## config.mk

```make
export PLATFORM = sky130hd
export DESIGN_NAME = uart_tx_buffered
export DESIGN_NICKNAME = d
export VERILOG_FILES = /design/src/rtl/uart_tx_buffered.sv
export SDC_FILE = /design/constraint.sdc
export NUM_CORES = 1
export LEC_CHECK = 0
export CAP_MARGIN = 20
export CORE_MARGIN = 4
export CORE_UTILIZATION = 50
export DETAILED_ROUTE_END_ITERATION = 16
export GPL_TIMING_DRIVEN = 0
export PLACE_DENSITY_LB_ADDON = 0.25
export SLEW_MARGIN = 20
export SYNTH_ARGS = -nofsm -noshare
export SYNTH_HDL_FRONTEND = slang
export SYNTH_SLANG_ARGS = --single-unit
```

## constraint.sdc

```tcl
create_clock -name clk -period 4.5 [get_ports clk]
set_input_delay 0.675 -clock clk [delete_from_list [all_inputs] [get_ports clk]]
set_output_delay 0.675 -clock clk [all_outputs]
set_load 0.01 [all_outputs]
```

## src/rtl/uart_tx_buffered.sv

```systemverilog
// uart_tx_buffered: byte FIFO feeding a UART frame serializer (8N1, or 8E1 when UART_TX_PARITY_EN is defined).
// Latency: a push shows in count after one edge; the start bit begins on the edge after the pop.
// Backpressure: none; pushes while full are dropped and latched in the sticky overflow flag.
module uart_tx_buffered #(
    parameter  int CLK_HZ     = 27000000,
    parameter  int BAUD       = 115200,
    parameter  int FIFO_DEPTH = 16,
    localparam int AW         = $clog2(FIFO_DEPTH)
) (
    input  logic        clk,
    input  logic        cpu_resetn,
    input  logic        wr_en,
    input  logic [7:0]  wr_data,
    output logic        full,
    output logic [AW:0] count,
    output logic        busy,
    output logic        overflow,
    output logic        uart_tx
);

    localparam int CLKS_PER_BIT = CLK_HZ / BAUD;
    localparam int BW = (CLKS_PER_BIT > 1) ? $clog2(CLKS_PER_BIT) : 1;
    localparam logic [BW-1:0] BCNT_LAST = BW'(CLKS_PER_BIT - 1);
    localparam logic [AW:0]   DEPTH_CNT = (AW+1)'(FIFO_DEPTH);

    typedef enum logic [2:0] {
        S_IDLE,
        S_START,
        S_DATA,
`ifdef UART_TX_PARITY_EN
        S_PARITY,
`endif
        S_STOP
    } state_t;

    state_t          state, state_n;
    logic [7:0]      mem [FIFO_DEPTH];
    logic [AW-1:0]   wr_ptr, rd_ptr;
    logic [7:0]      shreg, shreg_n;
    logic [BW-1:0]   bcnt, bcnt_n;
    logic [2:0]      bit_idx, bit_idx_n;
    logic            tx_n;
    logic            push, pop, bit_done;
`ifdef UART_TX_PARITY_EN
    logic            par_q, par_n;
`endif

    assign full     = (count == DEPTH_CNT);
    assign push     = wr_en && !full;
    assign pop      = (state == S_IDLE) && (count != '0);
    assign busy     = (count != '0) || (state != S_IDLE);
    assign bit_done = (bcnt == BCNT_LAST);

    always_ff @(posedge clk) begin
        if (push) mem[wr_ptr] <= wr_data;
    end

    always_comb begin
        state_n   = state;
        shreg_n   = shreg;
        bcnt_n    = bcnt;
        bit_idx_n = bit_idx;
`ifdef UART_TX_PARITY_EN
        par_n     = par_q;
`endif
        case (state)
            S_IDLE: begin
                if (pop) begin
                    shreg_n = mem[rd_ptr];
`ifdef UART_TX_PARITY_EN
                    par_n   = ^mem[rd_ptr];
`endif
                    bcnt_n  = '0;
                    state_n = S_START;
                end
            end
            S_START: begin
                bcnt_n = bcnt + BW'(1);
                if (bit_done) begin
                    bcnt_n    = '0;
                    bit_idx_n = '0;
                    state_n   = S_DATA;
                end
            end
            S_DATA: begin
                bcnt_n = bcnt + BW'(1);
                if (bit_done) begin
                    bcnt_n    = '0;
                    shreg_n   = {1'b0, shreg[7:1]};
                    bit_idx_n = bit_idx + 3'd1;
                    if (bit_idx == 3'd7) begin
`ifdef UART_TX_PARITY_EN
                        state_n = S_PARITY;
`else
                        state_n = S_STOP;
`endif
                    end
                end
            end
`ifdef UART_TX_PARITY_EN
            S_PARITY: begin
                bcnt_n = bcnt + BW'(1);
                if (bit_done) begin
                    bcnt_n  = '0;
                    state_n = S_STOP;
                end
            end
`endif
            S_STOP: begin
                bcnt_n = bcnt + BW'(1);
                if (bit_done) begin
                    bcnt_n  = '0;
                    state_n = S_IDLE;
                end
            end
            default: state_n = S_IDLE;
        endcase

        // Line level is decoded from the next state so uart_tx can be a plain register.
        tx_n = 1'b1;
        case (state_n)
            S_START:  tx_n = 1'b0;
            S_DATA:   tx_n = shreg_n[0];
`ifdef UART_TX_PARITY_EN
            S_PARITY: tx_n = par_n;
`endif
            default:  tx_n = 1'b1;
        endcase
    end

    always_ff @(posedge clk or negedge cpu_resetn) begin
        if (!cpu_resetn) begin
            state    <= S_IDLE;
            shreg    <= '0;
            bcnt     <= '0;
            bit_idx  <= '0;
            uart_tx  <= 1'b1;
            wr_ptr   <= '0;
            rd_ptr   <= '0;
            count    <= '0;
            overflow <= 1'b0;
`ifdef UART_TX_PARITY_EN
            par_q    <= 1'b0;
`endif
        end else begin
            state    <= state_n;
            shreg    <= shreg_n;
            bcnt     <= bcnt_n;
            bit_idx  <= bit_idx_n;
            uart_tx  <= tx_n;
`ifdef UART_TX_PARITY_EN
            par_q    <= par_n;
`endif
            if (push) wr_ptr <= wr_ptr + AW'(1);
            if (pop)  rd_ptr <= rd_ptr + AW'(1);
            count    <= count + (AW+1)'(push) - (AW+1)'(pop);
            overflow <= overflow | (wr_en && full);
        end
    end

endmodule

```

==> flow_results.xml <==
<?xml version="1.0" encoding="UTF-8"?>
<metrics>
  <group name="clock_network">
    <metric name="cts_max_path_buffers" unit="">2</metric>
    <metric name="worst_setup_hold_path_clk_slew" unit="ns">0.06</metric>
    <metric name="tritoncts" unit="">built</metric>
    <metric name="hold_buffers" unit="">0</metric>
    <metric name="cts_setup_buffers" unit="">0</metric>
    <metric name="cts.sink_count" unit="">165</metric>
    <metric name="clk-insertion-delay-late" unit="ns">0.42</metric>
    <metric name="cts-root-buf" unit="">clkbuf_16</metric>
    <metric name="tritoncts.num_buffers" unit="">17</metric>
    <metric name="htreeDepth" unit="">4</metric>
    <metric name="postCtsResizedCells" unit="">0</metric>
  </group>
  <group name="logic_synthesis">
    <metric name="mappedNetlistNets" unit="">474</metric>
    <metric name="synth_top_flop_cell" unit="">edfxtp_1</metric>
    <metric name="yosysWarnings" unit="">0</metric>
    <metric name="synth.ff_latch_count" unit="">165</metric>
    <metric name="post_synth.cell_area_avg" unit="µm²">15.76</metric>
    <metric name="synth_cell_type_count" unit="">58</metric>
    <metric name="synth_area_leaders" unit="">edfxtp_1 55%, dfrtp_1 13%, mux4_2 8.6%</metric>
    <metric name="yosys.area_share.adder" unit="%">2.948</metric>
    <metric name="yosys.area_share.xor_xnor" unit="%">1.616</metric>
    <metric name="post_synth_mux_area_share" unit="%">12.15</metric>
    <metric name="synth_simple_gate_area_share" unit="%">8.117</metric>
    <metric name="post_synthesis_cell_type_with_the_largest_combined_area" unit="">edfxtp_1</metric>
    <metric name="post_synth_inst_count" unit="">447</metric>
    <metric name="count_of_flip_flops_with_a_built_in_enable_after_synthesis" unit="">128</metric>
    <metric name="async_reset_ff_share" unit="%">22.42</metric>
    <metric name="combinational_family_with_the_most_area_after_synthesis" unit="">multiplexers</metric>
    <metric name="synth_cell_area" unit="mm²">0.007044</metric>
    <metric name="complex_gate_fraction_of_the_synthesized_area" unit="%">4.281</metric>
    <metric name="netlist.area_leader.share" unit="%">54.56</metric>
    <metric name="synth_seq_area_share" unit="%">67.73</metric>
  </group>
  <group name="min_path">
    <metric name="timing.hold.worst.class" unit="">primary input to async pin</metric>
  </group>
  <group name="setup_path">
    <metric name="critical_path_buf_inv_count" unit="">6</metric>
    <metric name="worst_path_dominant_cell_family" unit="">adder cells</metric>
    <metric name="cp_data_required_time" unit="ns">4.84</metric>
    <metric name="delay_of_the_slowest_cell_on_the_worst_path" unit="ns">0.44</metric>
    <metric name="slowest_stage" unit="">or4b_1</metric>
    <metric name="critical_path.cell_chain" unit="">inv_1 -&gt; ha_1 -&gt; or4b_1 -&gt; clkbuf_1 -&gt; nand2_1 -&gt; clkinv_1 -&gt; ha_1 -&gt; inv_1 -&gt; ha_1 -&gt; inv_1 -&gt; fa_1 -&gt; inv_1 -&gt; a21oi_1 -&gt; o21bai_1 -&gt; xnor2_1</metric>
    <metric name="worst-endpoint-arrival" unit="ns">3.69</metric>
    <metric name="cp.depth" unit="">15</metric>
    <metric name="biggest_fanout_along_the_worst_timing_path" unit="">10</metric>
    <metric name="worst_setup_path_end_kind" unit="">flop</metric>
    <metric name="criticalPathCategory" unit="">flop to flop</metric>
    <metric name="crit_path_frequent_cell" unit="">inv_1</metric>
    <metric name="timing.reg2reg.worst_path_depth" unit="">15</metric>
    <metric name="critPathLaunchType" unit="">flop</metric>
  </group>
  <group name="place">
    <metric name="hpwlAfterDp" unit="mm">9.159</metric>
    <metric name="placedInstanceArea" unit="mm²">0.007510</metric>
    <metric name="gpl.final_weighted_congestion" unit="">0.8173</metric>
    <metric name="numPortBuffers" unit="">19</metric>
    <metric name="pre_cts_slack" unit="ns">1.138</metric>
  </group>
  <group name="timing">
    <metric name="period_needed" unit="ns">3.351</metric>
    <metric name="final_critical_path_setup_slack" unit="ns">1.149</metric>
    <metric name="timing.slew.headroom" unit="%">30.30</metric>
    <metric name="worst-slew-pin-transition" unit="ns">1.042</metric>
    <metric name="fin_crit_sh" unit="%">74.46</metric>
    <metric name="timing.final.max_slew_violations" unit="">0</metric>
    <metric name="report.final.setup_viol" unit="">0</metric>
    <metric name="clock_skew" unit="ns">0.007739</metric>
    <metric name="fmaxAchievable" unit="MHz">298.4</metric>
    <metric name="finalSetupTns" unit="ns">0</metric>
    <metric name="rsz0062_at_grt" unit="">false</metric>
    <metric name="final_hold_fails" unit="">0</metric>
  </group>
  <group name="floorplan">
    <metric name="fp-row-count" unit="">43</metric>
    <metric name="io_pins" unit="">20</metric>
    <metric name="die_h" unit="µm">126.7</metric>
    <metric name="dieArea" unit="mm²">0.01605</metric>
    <metric name="die_width" unit="µm">126.7</metric>
    <metric name="core_region_area" unit="mm²">0.01383</metric>
    <metric name="initial_utilization" unit="%">50.95</metric>
  </group>
  <group name="routing">
    <metric name="dr.first_iter.drc_count" unit="">271</metric>
    <metric name="drt_pre_antenna_iters" unit="">5</metric>
    <metric name="totalWireLength" unit="mm">13.76</metric>
    <metric name="drt_drc_violations_left" unit="">0</metric>
    <metric name="route.detailed.vias_per_inst" unit="">5.698</metric>
    <metric name="detail-route-antenna-nets" unit="">0</metric>
    <metric name="wl_per_cell" unit="µm">20.20</metric>
    <metric name="routed-via-count" unit="">3880</metric>
  </group>
  <group name="power">
    <metric name="power_report.internal_total" unit="mW">3.318</metric>
    <metric name="net-switching-power" unit="mW">1.444</metric>
    <metric name="part_of_the_total_power_dissipated_in_sequential_elements" unit="%">41.5</metric>
    <metric name="total_leakage_power" unit="nW">2.963</metric>
    <metric name="power.share.switching" unit="%">30.33</metric>
    <metric name="worst_ir_drop_vdd" unit="V">0.0003137</metric>
    <metric name="power_frac_clock" unit="%">29.7</metric>
    <metric name="power_density" unit="mW/mm²">588.6</metric>
    <metric name="power_frac_comb" unit="%">28.8</metric>
  </group>
  <group name="cells_and_area">
    <metric name="final_layout_size_suffix_gt1_share" unit="%">16.97</metric>
    <metric name="layout-area-overhead-vs-synth" unit="%">14.85</metric>
    <metric name="num-fill-cells" unit="">1053</metric>
    <metric name="area_of_the_multi_input_gates" unit="mm²">0.002074</metric>
    <metric name="diodes" unit="">0</metric>
    <metric name="finish.net_count" unit="">515</metric>
    <metric name="seq_area" unit="mm²">0.004771</metric>
    <metric name="stdcell_area" unit="mm²">0.008090</metric>
  </group>
  <group name="grt">
    <metric name="global_route_wire_length_before_repair" unit="mm">21.80</metric>
    <metric name="maximum_number_of_pins_on_one_net_before_global_route_repair" unit="">31</metric>
    <metric name="globalRouteOverflowTotal" unit="">0</metric>
    <metric name="grt_antenna_before_repair" unit="">0</metric>
    <metric name="track_usage" unit="%">18.21</metric>
    <metric name="first_global_vias" unit="">3876</metric>
  </group>
  <group name="outcome">
    <metric name="outcome" unit="">complete, no violations</metric>
  </group>
  <group name="run">
    <metric name="max_cap_violations" unit="">0</metric>
  </group>
</metrics>
-- worst register-to-register path: stages, from the launching register on --
cell	delay, ns
dfrtp_1	0.40
inv_1	0.09
ha_1	0.18
or4b_1	0.44
clkbuf_1	0.21
nand2_1	0.20
clkinv_1	0.29
ha_1	0.37
inv_1	0.06
ha_1	0.15
inv_1	0.05
fa_1	0.40
inv_1	0.08
a21oi_1	0.06
o21bai_1	0.15
xnor2_1	0.13
-- registers in the layout (all words and copies together), names as in the netlist, 3 cells and up --
signal / flops
bcnt: 8
bit_idx: 3
count: 5
mem: 128
rd_ptr: 4
shreg: 8
state: 3
wr_ptr: 4
-- cell usage after synthesis, types with 6 or more instances --
library cell,n
o21ai_0,9
edfxtp_1,128
nor3_1,13
dfrtp_1,36
inv_1,29
mux2_2,6
mux2i_1,18
nor2_1,22
clkbuf_1,10
nand3_1,10
and3_1,6
ha_1,15
xnor2_1,10
a21oi_1,6
nand2_1,23
mux4_2,27
o22ai_1,6
-- final cells by class --
type	instances	area share (%)
Timing Repair Buffer	22	2.722
Clock inverter	15	1.918
Sequential cell	165	58.97
Multi-Input combinational cell	231	25.64
Inverter	30	1.392
Buffer	21	1.315
Tap cell	180	2.784
Clock buffer	17	5.258
-- cell usage in the layout (no fill, tap or decap), types with 3 or more instances in the layout --
master	netlist	final
mux2_2	6	6
xor2_1	3	3
xnor2_1	10	10
a211o_1	3	3
nor2_1	22	22
o21ai_0	9	9
or4_1	3	3
dfrtp_1	36	36
edfxtp_1	128	128
nor3_2	0	4
nand2_1	23	23
buf_2	4	5
clkbuf_1	10	10
mux2i_1	18	18
buf_1	3	3
nor2b_1	4	4
clkinv_1	1	4
and3_1	6	6
inv_1	29	29
o2bb2ai_1	3	3
a21oi_1	6	6
nor3_1	13	9
buf_4	2	4
clkdlybuf4s50_1	0	18
nand2b_1	4	4
a31oi_1	3	3
o22ai_1	6	6
clkinv_4	0	4
a21o_1	4	4
ha_1	15	15
clkbuf_16	0	17
mux4_2	27	27
nand4_1	4	4
nand3_1	10	10
-- layer usage --
| metal | global-route usage (%) | up-vias | part of all wire, % |
|---|---|---|---|
| met2 | 29.20 | 127 | 49 |
| met4 | 6.372 | 0 | 2.3 |
| met5 | 0 | - | 0 |
| met1 | 25.03 | 1948 | 43 |
| li1 | - | 1778 | - |
| met3 | 3.747 | 27 | 5.3 |
-- worst paths after layout --
check / startpoint / to / slack (ns)
setup / recovery: count[2] / count[4] / 1.15
hold / removal: cpu_resetn / wr_ptr[2] / 0.1
setup reg to reg: count[2] / count[4] / 1.15
hold reg to reg: overflow / overflow / 0.46
max in group asynchronous: cpu_resetn / uart_tx / 3.91
min in group clk: overflow / overflow / 0.46
-- through the flow --
stage                     hold WS, ns  total power, mW  util, %  instances
final                         0.09652            4.762    58.51        681
after global routing          0.09643            5.013    58.51        681
after CTS                     0.08148            4.811    58.51        681
after detailed placement       0.4453            3.391    54.31        649
after global placement         0.4385            3.331    53.95        646
after floorplan                0.3794            2.953        -        447
-- kinds of logic (layout without fill, tap and decap cells) --
group,count (synthesis),in the layout
mux,51,51
buf+inv,51,105
xor+xnor,13,13
simple gates,106,106
flops,165,165
compound gates,44,44
fa+ha+maj,16,16
other cells,1,1
-- power groups by stage --
stage                     combinational, mW  sequential [mW]  clock [mW]
after floorplan                       0.966             1.99           0
after global placement                 1.34             1.99           0
after detailed placement               1.39             2.01           0
after CTS                              1.39             1.98        1.44
after global routing                   1.51             2.00        1.50
final                                  1.37             1.98        1.41
Note: power is estimated with default switching activity, not from simulation.
==> RTL edit, RTL diff (same settings) <==
Register the output `count` once more; this adds one clock of latency there. The other outputs are not delayed to match. Comments in the files are not updated.
--- a/src/rtl/uart_tx_buffered.sv
+++ b/src/rtl/uart_tx_buffered.sv
@@ -35,2 +35,4 @@
 
+    logic [AW:0] count_s0;
+
     state_t          state, state_n;
@@ -47,6 +49,6 @@
 
-    assign full     = (count == DEPTH_CNT);
+    assign full     = (count_s0 == DEPTH_CNT);
     assign push     = wr_en && !full;
-    assign pop      = (state == S_IDLE) && (count != '0);
-    assign busy     = (count != '0) || (state != S_IDLE);
+    assign pop      = (state == S_IDLE) && (count_s0 != '0);
+    assign busy     = (count_s0 != '0) || (state != S_IDLE);
     assign bit_done = (bcnt == BCNT_LAST);
@@ -139,3 +141,3 @@
             rd_ptr   <= '0;
-            count    <= '0;
+            count_s0 <= '0;
             overflow <= 1'b0;
@@ -155,3 +157,3 @@
             if (pop)  rd_ptr <= rd_ptr + AW'(1);
-            count    <= count + (AW+1)'(push) - (AW+1)'(pop);
+            count_s0 <= count_s0 + (AW+1)'(push) - (AW+1)'(pop);
             overflow <= overflow | (wr_en && full);
@@ -160,2 +162,6 @@
 
+    always_ff @(posedge clk) begin
+        count <= count_s0;
+    end
+
 endmodule
Check against the original RTL: not equivalent (Yosys sat finds a counterexample within 4 cycles, from zero or initial values and one cycle with cpu_resetn low).
==> RTL edit against the unedited design <==
Synthesized area grew 1.4%; routed wire length grew 0.67%; power grew 2.7%; worst setup slack gained 0.012 ns; utilization grew 0.44 points; clock power grew 4%; sequential cell count grew 5; largest cell class unchanged; count of clock-buffer cells in the layout is the same; synthesized cell count grew 1.1%; clock skew shrank 0.00074 ns; critical path type unchanged; final area grew 1.5%.
==> RTL edit: results (changes against the unedited design) <==
adder-cell share of the synthesized area=2.91% (was 2.95%); routed wl met2=6.86 mm (was 6.80 mm); post-synthesis mux area share=12.0% (was 12.1%); CP max stage delay=0.44 ns (about the same); HPWL Detailed=9.23 mm (was 9.16 mm); Syn Area/Cell=15.8 um2 (about the same); met3 WL=605 um (was 732 um); first-pass GRT wire length=21.8 mm (about the same); asr flop ratio synth=21.8% (was 22.4%); Slew @ Worst Pin=1.04 ns (about the same); DRT iter0 DRCs=259 (was 271); Clock Skew=0.00700 ns (was 0.00774 ns); clock-net power=0.00147 W (was 0.00141 W); Most used DFF post-synth=edfxtp_1 (unchanged); met3 usage in global routing=3.39% (was 3.75%); fin cells=687 (was 681); fraction of layout cells with a size suffix above 1=17.2% (was 17.0%); Distinct cells, synth=59 (was 58); via count of the first global-routing pass=3,925 (was 3,876); top post-synthesis cells by area=edfxtp_1 54%, dfrtp_1 13%, mux4_2 8.5%, ha_1 2.6%, mux2i_1 2.5% (was edfxtp_1 55%, dfrtp_1 13%, mux4_2 8.6%, ha_1 2.7%, mux2i_1 2.6%); FF-to-FF setup slack=1.16 ns; syn_nets=479 (was 474); GRT met2 Usage=29.2% (about the same); Worst Path Max Fanout=10 (unchanged); initial antenna violation count=0 (unchanged); P_sw=0.00145 W (was 0.00144 W); GR met1 Demand/Resource=24.6% (was 25.0%); placed instance count=655 (was 649); Final Hold Slack=0.101 ns (was 0.0965 ns); placed inst area=7620 um2 (was 7510 um2); sequential cell area fraction in the yosys report=68.2% (was 67.7%); setup bufs post-CTS=0 (unchanged); most common library cells after synthesis=128 x edfxtp_1, 36 x dfrtp_1, 29 x inv_1 (unchanged); reg2reg end=count_s0[4] (was count[4]); Routed WL=13.8 mm (about the same); status=complete, no violations (unchanged); critical path arrival=3.68 ns (was 3.69 ns); FF-to-FF Start=count_s0[2] (was count[2]); startpoint types=register (unchanged); Worst IR Drop VDD=0.331 mV (was 0.314 mV); via/cell ratio=5.75 (was 5.70); Logic pwr share=28.3% (was 28.8%); HP Class=primary input to async pin (unchanged); uppermost routed layer=met4 (unchanged); Synth Area in Compound Gates=4.22% (was 4.28%); CTS resizes=0 (unchanged); Final #Nets=521 (was 515); Synth Area in XOR/XNOR=1.59% (was 1.62%); filler instances=1,057 (was 1,053); CTS Buffer Depth=2 (unchanged); Design Area, Final=8210 um2 (was 8090 um2); LEAKAGE=3.02 nW (was 2.96 nW); Yosys Warn Count=0 (unchanged); Routability Congestion=0.807 (was 0.817); Switching Share=29.7% (was 30.3%); GRT Overall Usage=18.2% (about the same); Top delay family on crit path=adder cells (unchanged); Post-synth EDFFs=128 (unchanged); M1 WL=6.06 mm (was 5.91 mm); worst skew pair latency=0.42 ns (about the same)
-- RTL edit: changes by cell type after synthesis, sizes merged --
cell,before,now
dfxtp,0,5
-- RTL edit: area by class of cell --
cell class              count  share of cell area, %
flip-flops and latches    170                   59.3
clock inverters            15                   2.09
clock buffers              17                   5.18
multi-input cells         231                   25.3
inverters                  30                   1.37
plain buffers              21                   1.29
repair buffers             23                   2.77
well taps                 180                   2.74
-- RTL edit: worst max-delay path by stage --
| stage | cells past startpoint | slack (ns) | end |
|---|---|---|---|
| 6_report | 15 | 1.16 | count_s0[4] |
| 5_1_grt | 15 | 0.89 | count_s0[4] |
| 4_1_cts | 15 | 1.14 | count_s0[4] |
| 3_5_place_dp | 15 | 1.18 | count_s0[4] |
| 3_3_place_gp | 5 | 0.94 | mem[0][2] |
| 2_1_floorplan | 15 | 1.63 | count_s0[4] |
